===== src/rtl/cmp_pkg.sv =====
// Shared definitions for the comparator-sharing arbiter: state encoding,
// datapath width, comparator result bundle and the signed-ordering helper.
package cmp_pkg;

    localparam int DATA_W = 8;

    typedef enum logic [1:0] {
        IDLE    = 2'd0,
        COMPARE = 2'd1,
        RESPOND = 2'd2
    } state_t;

    // Result bundle in the order {a_high, b_high, equal}.
    typedef struct packed {
        logic a_high;
        logic b_high;
        logic equal;
    } cmp_res_t;

    // Flipping the sign bit maps two's-complement order onto unsigned order.
    function automatic logic [DATA_W-1:0] signed_bias(input logic [DATA_W-1:0] v);
        return {~v[DATA_W-1], v[DATA_W-2:0]};
    endfunction

endpackage


===== src/rtl/Comparator8Bit.sv =====
// Plain 8-bit unsigned magnitude comparator: exactly one output is high.
module Comparator8Bit (
    input  logic [7:0] a,
    input  logic [7:0] b,
    output logic       a_high,
    output logic       b_high,
    output logic       equal
);

    assign a_high = (a > b);
    assign b_high = (b > a);
    assign equal  = (a == b);

endmodule


===== src/rtl/cmp_share_arbiter_rr_grant.sv =====
// Round-robin priority picker: first set request at or after the pointer,
// wrapping modulo NUM_REQ. Produces a one-hot grant plus its encoded index.
module rr_grant #(
    parameter int NUM_REQ = 4,
    parameter int IDX_W   = 2
) (
    input  logic [NUM_REQ-1:0] req,
    input  logic [IDX_W-1:0]   ptr,
    output logic [NUM_REQ-1:0] grant,
    output logic [IDX_W-1:0]   idx,
    output logic               any
);

    logic [IDX_W:0]   sum_s;
    logic [IDX_W-1:0] cand_s;

    // Scan candidates ptr, ptr+1, ... and keep the first one that is requesting.
    always_comb begin
        grant  = '0;
        idx    = '0;
        any    = 1'b0;
        sum_s  = '0;
        cand_s = '0;
        for (int i = 0; i < NUM_REQ; i++) begin
            sum_s = {1'b0, ptr} + (IDX_W+1)'(i);
            if (sum_s >= (IDX_W+1)'(NUM_REQ)) begin
                sum_s = sum_s - (IDX_W+1)'(NUM_REQ);
            end else begin
                sum_s = sum_s;
            end
            cand_s = sum_s[IDX_W-1:0];
            if (!any && req[cand_s]) begin
                grant[cand_s] = 1'b1;
                idx           = cand_s;
                any           = 1'b1;
            end else begin
                any = any;
            end
        end
    end

endmodule


===== src/rtl/cmp_share_arbiter.sv =====
// Shares a single Comparator8Bit between NUM_REQ requesters using round-robin
// arbitration and valid/ready handshakes; one comparison in flight at a time.
// Optional macro CMP_SIGNED_EN: compare operands as two's complement.
module cmp_share_arbiter
    import cmp_pkg::*;
#(
    parameter int NUM_REQ = 4,
    parameter int ID_W    = 2
) (
    input  logic                      clk,
    input  logic                      reset,
    input  logic [NUM_REQ-1:0]        req_valid,
    input  logic [DATA_W*NUM_REQ-1:0] req_a,
    input  logic [DATA_W*NUM_REQ-1:0] req_b,
    output logic [NUM_REQ-1:0]        req_ready,
    output logic                      rsp_valid,
    input  logic                      rsp_ready,
    output logic [ID_W-1:0]           rsp_id,
    output logic                      rsp_a_high,
    output logic                      rsp_b_high,
    output logic                      rsp_equal
);

    state_t             state_r;
    state_t             state_s;
    logic [ID_W-1:0]    ptr_r;
    logic [ID_W-1:0]    ptr_next_s;
    logic [ID_W-1:0]    id_r;
    logic [DATA_W-1:0]  op_a_r;
    logic [DATA_W-1:0]  op_b_r;
    logic [DATA_W-1:0]  cmp_a_s;
    logic [DATA_W-1:0]  cmp_b_s;
    logic [NUM_REQ-1:0] grant_s;
    logic [ID_W-1:0]    grant_idx_s;
    logic               grant_any_s;
    cmp_res_t           cmp_res_s;
    logic               cmp_a_high_s;
    logic               cmp_b_high_s;
    logic               cmp_equal_s;

    rr_grant #(
        .NUM_REQ (NUM_REQ),
        .IDX_W   (ID_W)
    ) u_rr_grant (
        .req   (req_valid),
        .ptr   (ptr_r),
        .grant (grant_s),
        .idx   (grant_idx_s),
        .any   (grant_any_s)
    );

`ifdef CMP_SIGNED_EN
    assign cmp_a_s = signed_bias(op_a_r);
    assign cmp_b_s = signed_bias(op_b_r);
`else
    assign cmp_a_s = op_a_r;
    assign cmp_b_s = op_b_r;
`endif

    Comparator8Bit u_cmp (
        .a      (cmp_a_s),
        .b      (cmp_b_s),
        .a_high (cmp_a_high_s),
        .b_high (cmp_b_high_s),
        .equal  (cmp_equal_s)
    );

    assign cmp_res_s = '{a_high: cmp_a_high_s, b_high: cmp_b_high_s, equal: cmp_equal_s};

    // Pointer advances to the slot just after the winner, wrapping at NUM_REQ.
    always_comb begin
        ptr_next_s = '0;
        if (grant_idx_s == ID_W'(NUM_REQ - 1)) begin
            ptr_next_s = '0;
        end else begin
            ptr_next_s = grant_idx_s + ID_W'(1);
        end
    end

    // Grants are only offered while idle; the picker output is otherwise masked.
    always_comb begin
        req_ready = '0;
        if (state_r == IDLE) begin
            req_ready = grant_s;
        end else begin
            req_ready = '0;
        end
    end

    // Next-state logic: accept -> compare -> hold response until consumed.
    always_comb begin
        state_s = state_r;
        case (state_r)
            IDLE: begin
                if (grant_any_s) begin
                    state_s = COMPARE;
                end else begin
                    state_s = IDLE;
                end
            end
            COMPARE: state_s = RESPOND;
            RESPOND: begin
                if (rsp_ready) begin
                    state_s = IDLE;
                end else begin
                    state_s = RESPOND;
                end
            end
            default: state_s = IDLE;
        endcase
    end

    // State register.
    always_ff @(posedge clk) begin
        if (reset) begin
            state_r <= IDLE;
        end else begin
            state_r <= state_s;
        end
    end

    // Operand capture, pointer update and registered response outputs.
    always_ff @(posedge clk) begin
        if (reset) begin
            ptr_r      <= '0;
            id_r       <= '0;
            op_a_r     <= '0;
            op_b_r     <= '0;
            rsp_valid  <= 1'b0;
            rsp_id     <= '0;
            rsp_a_high <= 1'b0;
            rsp_b_high <= 1'b0;
            rsp_equal  <= 1'b0;
        end else begin
            case (state_r)
                IDLE: begin
                    if (grant_any_s) begin
                        op_a_r <= req_a[grant_idx_s*DATA_W +: DATA_W];
                        op_b_r <= req_b[grant_idx_s*DATA_W +: DATA_W];
                        id_r   <= grant_idx_s;
                        ptr_r  <= ptr_next_s;
                    end else begin
                        ptr_r  <= ptr_r;
                    end
                end
                COMPARE: begin
                    rsp_valid  <= 1'b1;
                    rsp_id     <= id_r;
                    rsp_a_high <= cmp_res_s.a_high;
                    rsp_b_high <= cmp_res_s.b_high;
                    rsp_equal  <= cmp_res_s.equal;
                end
                RESPOND: begin
                    if (rsp_ready) begin
                        rsp_valid <= 1'b0;
                    end else begin
                        rsp_valid <= 1'b1;
                    end
                end
                default: rsp_valid <= 1'b0;
            endcase
        end
    end

endmodule


===== config.mk =====
export PLATFORM = sky130hd
export DESIGN_NAME = cmp_share_arbiter
export DESIGN_NICKNAME = d
export VERILOG_FILES = /design/src/rtl/cmp_pkg.sv /design/src/rtl/Comparator8Bit.sv /design/src/rtl/cmp_share_arbiter_rr_grant.sv /design/src/rtl/cmp_share_arbiter.sv
export SDC_FILE = /design/constraint.sdc
export NUM_CORES = 1
export LEC_CHECK = 0
export ABC_AREA = 0
export CORE_MARGIN = 2
export CORE_UTILIZATION = 48
export CTS_CLUSTER_DIAMETER = 60
export DETAILED_ROUTE_END_ITERATION = 6
export PLACE_DENSITY = 0.86
export SLEW_MARGIN = 20
export SYNTH_ARGS = -nofsm -noshare
export SYNTH_HDL_FRONTEND = slang
export SYNTH_SLANG_ARGS = --single-unit

===== constraint.sdc =====
create_clock -name clk -period 6.9 [get_ports clk]
set_clock_uncertainty 0.05 [all_clocks]
set_input_delay 1.38 -clock clk [delete_from_list [all_inputs] [get_ports clk]]
set_output_delay 1.38 -clock clk [all_outputs]
set_load 0.03 [all_outputs]

==> metrics.csv, run 1 <==
stage,metric,value,unit
timing,clock period minus worst slack,5.349,ns
worst_setup_path,RR Startpoint,ptr_r[0],
power,P per Cell Area,340.0,nW/µm²
synthesis,"Avg Cell Area, Syn",9.063,µm²
synthesis,Yosys cell types,37,
timing,"Hold Violations, Final",0,
synthesis,top cell type's share of synthesized area,25.99,%
route,Vias/cell,5.589,
synthesis,"top cells by count, synth","mux2i_1, dfxtp_1, ha_1",
worst_setup_path,max incr delay on CP,0.66,ns
route,WL/cell,13.85,µm
place,port buffer count,80,
cts,worst-skew pair later-pin latency,0.28,ns
power,sw frac,42.03,%
synthesis,synthesis-stage register bit count,28,
floorplanning,Die Ht,71.04,µm
timing,FMAX,186.9,MHz
timing,final worst setup slack,1.551,ns
grt,first-pass GRT wire length,8645,µm
worst_setup_path,Crit Reg-Reg Endpoint,ptr_r[1],
cts,Clock transition at path regs,0.09,ns
worst_setup_path,R2R Setup Slk,3.31,ns
worst_setup_path,R2R cell count,10,
synthesis,main flop type after synthesis,dfxtp_1,
worst_setup_path,CP max FO,9,
job,# Max-Cap Violations,0,
cells_and_area,Final Instance Area,3010,µm²
timing,RSZ-0062 raised after global routing,no,
power,net switching power figure,0.0004301,W
power,internal power,0.0005933,W
route,vias post-DR,2012,
cells_and_area,layout cell share with drive strength beyond 1,4.221,%
place,cell count after placement,356,
worst_setup_path,worst setup path endpoint,req_ready[1],
route,"antenna viol nets, final",0,
min_path,hold crit path type,reg -> reg,
worst_setup_path,Critical Path RT,5.47,ns
worst_setup_path,WS Path Type,in -> out,
worst_setup_path,critical path startpoint,req_valid[0],
grt,vias in the first global route,1982,
worst_setup_path,Crit path arrival time,3.92,ns
synthesis,"count leader, synth",mux2i_1,
timing,Fin Setup TNS,0,ns
cts,CTS buffer count,3,
synthesis,synth warn,0,
worst_setup_path,Crit. End Element,output pin,
worst_setup_path,CP max stage cell,clkdlybuf4s50_1,
timing,pins over their slew limit,0,
floorplanning,die area,5046,µm²
synthesis,ys async rst share,0,%
cells_and_area,fin nets,401,
route,initial drt markers,93,
synthesis,synthesized area,2157,µm²
floorplanning,initial core utilization,49.54,%
worst_setup_path,"Top cell by count, worst path",clkdlybuf4s50_1,
floorplanning,DIE WIDTH,71.04,µm
grt,pin count of the biggest net entering global routing,35,
place,GP Congestion,0.8298,
synthesis,Post-synth EDFFs,0,
grt,antenna violations before repair,0,
grt,total track usage,20.74,%
outcome,status,"complete, no violations",
timing,normalized max-slew margin,53.96,%
power,logic gate share of total power,61.1,%
cells_and_area,"Area growth, synth to finish",39.56,%
cts,clock sink total,28,
timing,"Setup violations, final",0,
worst_setup_path,Worst setup SP type,primary input,
cts,Post-CTS Setup Repair Bufs,0,
floorplanning,core area,4354,µm²
synthesis,post-synthesis cell count,238,
synthesis,Yosys top cell by area,dfxtp_1,
cts,hold-fix buffers at CTS,0,
cells_and_area,n_diodes,0,
cts,Root Buffer,clkbuf_8,
power,Pleak,1.159,nW
place,Placed Area,2939,µm²
cts,CTS resizes,0,
timing,fin crit share,77.53,%
floorplanning,I/O pins,81,
place,dpl ws,1.574,ns
synthesis,Area contributors post-synth,"dfxtp_1, mux2i_1, ha_1",
power,Seq pwr share,26.3,%
power,Peak VDD IR,0.1730,mV
power,clock share of power,12.5,%
route,# DRC,0,
synthesis,Synth Net Count,330,
synthesis,post-synthesis sequential area ratio,25.99,%
route,final wirelength,4986,µm
grt,global route overflow,0,
place,HPWL after DPL,3846,µm
cts,CTS Buffer Depth,2,
cells_and_area,Post-Layout Cell Count,360,
cts,depth of the CTS H-tree,1,
worst_setup_path,critical path cell sequence,clkdlybuf4s50_1 -> nor2b_1 -> a211oi_1 -> a21oi_1 -> a22oi_1 -> o21ai_1 -> and2_1 -> clkdlybuf4s50_1,
timing,Worst Max-Slew Pin Slew,0.6884,ns
route,1st-pass router iterations,4,
cts,CTS tree,yes,
power,Final Total Pwr,0.001023,W
floorplanning,FP Rows,24,
placed cells by master (no fill, tap or decap):
cell | synthesis | layout
nand4_1 | 1 | 1
a21o_1 | 2 | 2
o211ai_2 | 1 | 1
o211ai_1 | 1 | 1
nand4b_1 | 1 | 1
nand2_1 | 13 | 13
and3b_1 | 1 | 1
nor2_1 | 13 | 13
clkbuf_8 | 0 | 3
nor3b_1 | 2 | 2
nor4_2 | 1 | 1
nor2b_1 | 3 | 3
mux2i_1 | 39 | 39
a211oi_1 | 2 | 2
nor3_1 | 5 | 5
bufinv_16 | 0 | 1
nor2_8 | 1 | 1
a22oi_1 | 9 | 9
nand2b_1 | 1 | 1
nand3b_1 | 9 | 9
nor2b_2 | 1 | 1
o21ai_1 | 8 | 8
dfxtp_1 | 28 | 28
and4_1 | 1 | 1
inv_1 | 16 | 16
o21ai_0 | 2 | 2
or3_1 | 1 | 1
and2_1 | 5 | 5
clkdlybuf4s50_1 | 0 | 80
mux4_2 | 2 | 2
nand3_1 | 4 | 4
nor2_2 | 1 | 1
buf_4 | 1 | 1
a21oi_1 | 11 | 11
ha_1 | 21 | 21
o221ai_1 | 16 | 16
o41ai_2 | 1 | 1
layout make-up:
cell class | count | area (µm²)
Multi-Input combinational cell | 179 | 1445
Inverter | 16 | 60.06
Fill cell | 335 | 1344
Clock buffer | 3 | 41.29
Sequential cell | 28 | 560.5
Clock inverter | 1 | 30.03
Tap cell | 52 | 65.06
Timing Repair Buffer | 81 | 808.3
power by group through the flow:
stage	logic, W	registers (W)	clock network [W]
global route	0.000694	0.000277	0.000136
finish	0.000626	0.000270	0.000128
detailed placement	0.000615	0.000273	0
global placement	0.000601	0.000270	0
CTS	0.000628	0.000269	0.000130
floorplan	0.000484	0.000267	0
metal layers:
metal / share of wire [%] / global-route usage [%] / routed length (µm)
met2: 52 / 37.49 / 2592
met1: 41 / 24.71 / 2028
met4: 1.3 / 6.499 / 67
met5: 0 / 0 / 0
met3: 6.0 / 3.989 / 298
per-stage QoR:
| step | utilization [%] | hold slack, ns |
|---|---|---|
| after floorplan | - | 0.3826 |
| after global placement | 67.50 | 0.4013 |
| after detailed placement | 67.50 | 0.4074 |
| after CTS | 69.14 | 0.4287 |
| after global routing | 69.14 | 0.4564 |
| final | 69.14 | 0.4276 |
worst min path at each step:
stage,start,cells past startpoint,to
6_report,cmp_a_s[7],2,cmp_a_s[7]
3_5_place_dp,cmp_a_s[7],2,cmp_a_s[7]
5_1_grt,cmp_a_s[3],2,cmp_a_s[3]
3_3_place_gp,cmp_a_s[7],2,cmp_a_s[7]
4_1_cts,cmp_a_s[7],2,cmp_a_s[7]
2_1_floorplan,cmp_a_s[2],2,cmp_a_s[2]
worst max-delay path, delay by kind of cell:
family | cells | cell delay, ns
buffers and inverters | 2 | 1.28
AOI/OAI and AO/OA | 4 | 0.89
and+or+nand+nor | 2 | 0.37
state kept, by name, indices dropped and copies added (netlist names):
signal      cells
cmp_a_s         8
cmp_b_s         8
id_r            2
ptr_r           2
rsp_a_high      1
rsp_b_high      1
rsp_equal       1
rsp_id          2
rsp_valid       1
state_r         2
cells by family (layout without fill, tap and decap cells):
logic type	Yosys count	after routing	share of synthesized area, %
simple gates	64	64	17.05
compound gates	53	53	17.57
mux	41	41	20.19
buf+inv	31	101	7.018
flops	28	28	25.99
fa+ha+maj	21	21	12.18
(Power assumes the default switching activity.)
==> run 2, diff against run 1 <==
CORE_UTILIZATION = 40   (was 48)
PLACE_DENSITY = 0.76   (was 0.86)
clock period = 4.35 ns   (was 6.9 ns; I/O delays follow)
==> metrics.csv, run 2 (synthesis gave the netlist of run 1 again) <==
stage,metric,value,unit,change
cts,Root Buffer,clkbuf_8,,
timing,normalized max-slew margin,56.11,%,+2.1 points
cts,CTS resizes,0,,unchanged
worst_setup_path,CP max FO,7,,-2
min_path,Hold Crit Depth,2,,unchanged
min_path,hold path endpoint,cmp_a_s[7],,
timing,clock period minus worst slack,4.126,ns,
cells_and_area,Final Instance Area,3117,µm²,+3.5%
power,Peak VDD IR,0.2311,mV,+34%
min_path,hold crit path type,reg -> reg,,
route,WL/cell,13.38,µm,-3.4%
route,"antenna viol nets, final",0,,unchanged
worst_setup_path,critical path cell sequence,clkdlybuf4s50_1 -> mux4_2 -> nor2b_2 -> a22oi_1 -> o21ai_1 -> and2_1 -> clkdlybuf4s50_1,,
min_path,min-delay src,cmp_a_s[7],,
timing,Fin Setup TNS,0,ns,unchanged
route,initial drt markers,74,,-20%
cells_and_area,fillers,460,,+37%
cts,clock sink total,28,,unchanged
timing,"Setup violations, final",0,,unchanged
cts,Post-CTS Setup Repair Bufs,0,,unchanged
power,P per Cell Area,523.7,nW/µm²,+54%
route,Vias/cell,5.265,,-5.8%
cts,depth of the CTS H-tree,1,,unchanged
floorplanning,Die Ht,77.44,µm,+9.0%
floorplanning,FP Rows,26,,+8.3%
cells_and_area,"most common cell after layout, fill and taps aside",clkdlybuf4s50_1,,
worst_setup_path,Crit. End Element,output pin,,
grt,total track usage,18.14,%,-2.6 points
outcome,status,"complete, no violations",,
worst_setup_path,Crit path arrival time,3.21,ns,-0.71 ns
timing,RSZ-0062 raised after global routing,no,,
timing,pins over their slew limit,0,,unchanged
timing,fin crit share,94.86,%,
route,final wirelength,5204,µm,+4.4%
route,# DRC,0,,unchanged
route,vias post-DR,2048,,+1.8%
place,port buffer count,80,,unchanged
place,GP Congestion,0.8409,,+1.3%
worst_setup_path,"Top cell by count, worst path",clkdlybuf4s50_1,,
job,# Max-Cap Violations,0,,unchanged
worst_setup_path,CP max stage cell,clkdlybuf4s50_1,,
timing,FMAX,242.3,MHz,
worst_setup_path,Crit Reg-Reg Endpoint,cmp_b_s[5],,
cts,hold-fix buffers at CTS,0,,unchanged
cts,CTS buffer count,3,,unchanged
cells_and_area,footprint of the multi-input gates,1460,µm²,+1.0%
timing,"Hold Violations, Final",0,,unchanged
cells_and_area,fin nets,412,,+2.7%
worst_setup_path,Critical Path RT,3.43,ns,-2.04 ns
cells_and_area,most frequent cells in the layout,"clkdlybuf4s50_1, mux2i_1, dfxtp_1",,
power,Pleak,1.222,nW,+5.5%
place,Placed Area,3055,µm²,+4.0%
grt,pin count of the biggest net entering global routing,24,,-31%
cells_and_area,n_diodes,0,,unchanged
grt,vias in the first global route,2067,,+4.3%
floorplanning,DIE WIDTH,77.44,µm,+9.0%
grt,antenna violations before repair,0,,unchanged
cells_and_area,"Area growth, synth to finish",44.49,%,
floorplanning,initial core utilization,41.97,%,-7.6 points
floorplanning,I/O pins,81,,unchanged
worst_setup_path,R2R cell count,11,,+1
worst_setup_path,RR Startpoint,ptr_r[1],,
timing,Worst Max-Slew Pin Slew,0.6565,ns,-0.03189 ns
worst_setup_path,R2R Setup Slk,1.35,ns,-1.96 ns
cts,CTS Buffer Depth,2,,unchanged
cells_and_area,Seq. cell area,560.5,µm²,unchanged
route,1st-pass router iterations,4,,unchanged
place,HPWL after DPL,4027,µm,+4.7%
worst_setup_path,Worst setup SP type,primary input,,
worst_setup_path,WS Path Type,in -> out,,
cells_and_area,layout cell share with drive strength beyond 1,7.837,%,+3.6 points
grt,global route overflow,0,,unchanged
cts,worst-skew pair later-pin latency,0.27,ns,about the same
cts,CTS tree,yes,,
grt,first-pass GRT wire length,9018,µm,+4.3%
floorplanning,core area,5140,µm²,+18%
floorplanning,die area,5996,µm²,+19%
cts,Clock transition at path regs,0.09,ns,about the same
worst_setup_path,max incr delay on CP,0.66,ns,about the same
run 2: stage by stage:
step	setup slack [ns]	hold slack, ns	cells	utilization, %	power [W]
6_report	0.2236	0.4250	389	60.64	0.001632
4_1_cts	0.1193	0.4330	389	60.52	0.001633
3_5_place_dp	0.1233	0.4065	385	59.45	0.001467
3_3_place_gp	0.1945	0.4053	385	59.45	0.001438
5_1_grt	0.1082	0.4578	389	60.64	0.001767
2_1_floorplan	1.183	0.3826	238	-	0.001192
run 2: layout make-up:
class / instances / share of cell area [%]
clock buffer: 4 / 1.766
timing repair buffer: 92 / 28.66
tap: 70 / 2.810
sequential: 28 / 17.98
multi-input combinational: 179 / 46.85
inverter: 16 / 1.927
run 2: worst max path at each step:
stage	from	end	slack, ns	cells past startpoint
after floorplan	ptr_r[0]	req_ready[0]	1.18	10
after global placement	req_valid[2]	req_ready[3]	0.19	7
after detailed placement	req_valid[2]	req_ready[3]	0.12	7
after CTS	req_valid[2]	req_ready[3]	0.12	7
after global routing	req_valid[1]	req_ready[3]	0.11	7
final	req_valid[3]	req_ready[3]	0.22	7
run 2: routing by layer:
layer / part of all wire (%) / track usage, % / wire length, µm / vias to the layer above
met5: 0 / 0 / 0 / -
met4: 1.6 / 6.607 / 85 / 0
met2: 53 / 33.57 / 2755 / 78
li1: - / - / - / 1040
met3: 4.5 / 2.674 / 236 / 10
met1: 41 / 21.03 / 2127 / 920
run 2: worst max-delay path: cells and delay by family:
kind | cells | cell delay [ns]
multiplexers | 1 | 0.54
buffers and inverters | 2 | 1.20
AO/OA/AOI/OAI | 2 | 0.24
AND/OR/NAND/NOR | 2 | 0.35
run 2: where the power goes:
| part | switching, W | total, W | internal (W) |
|---|---|---|---|
| clock network | 0.0000791 | 0.000160 | 0.0000811 |
| registers | 0.0000494 | 0.000400 | 0.000351 |
| logic | 0.000565 | 0.00107 | 0.000507 |
| total | 0.000693 | 0.00163 | 0.000939 |
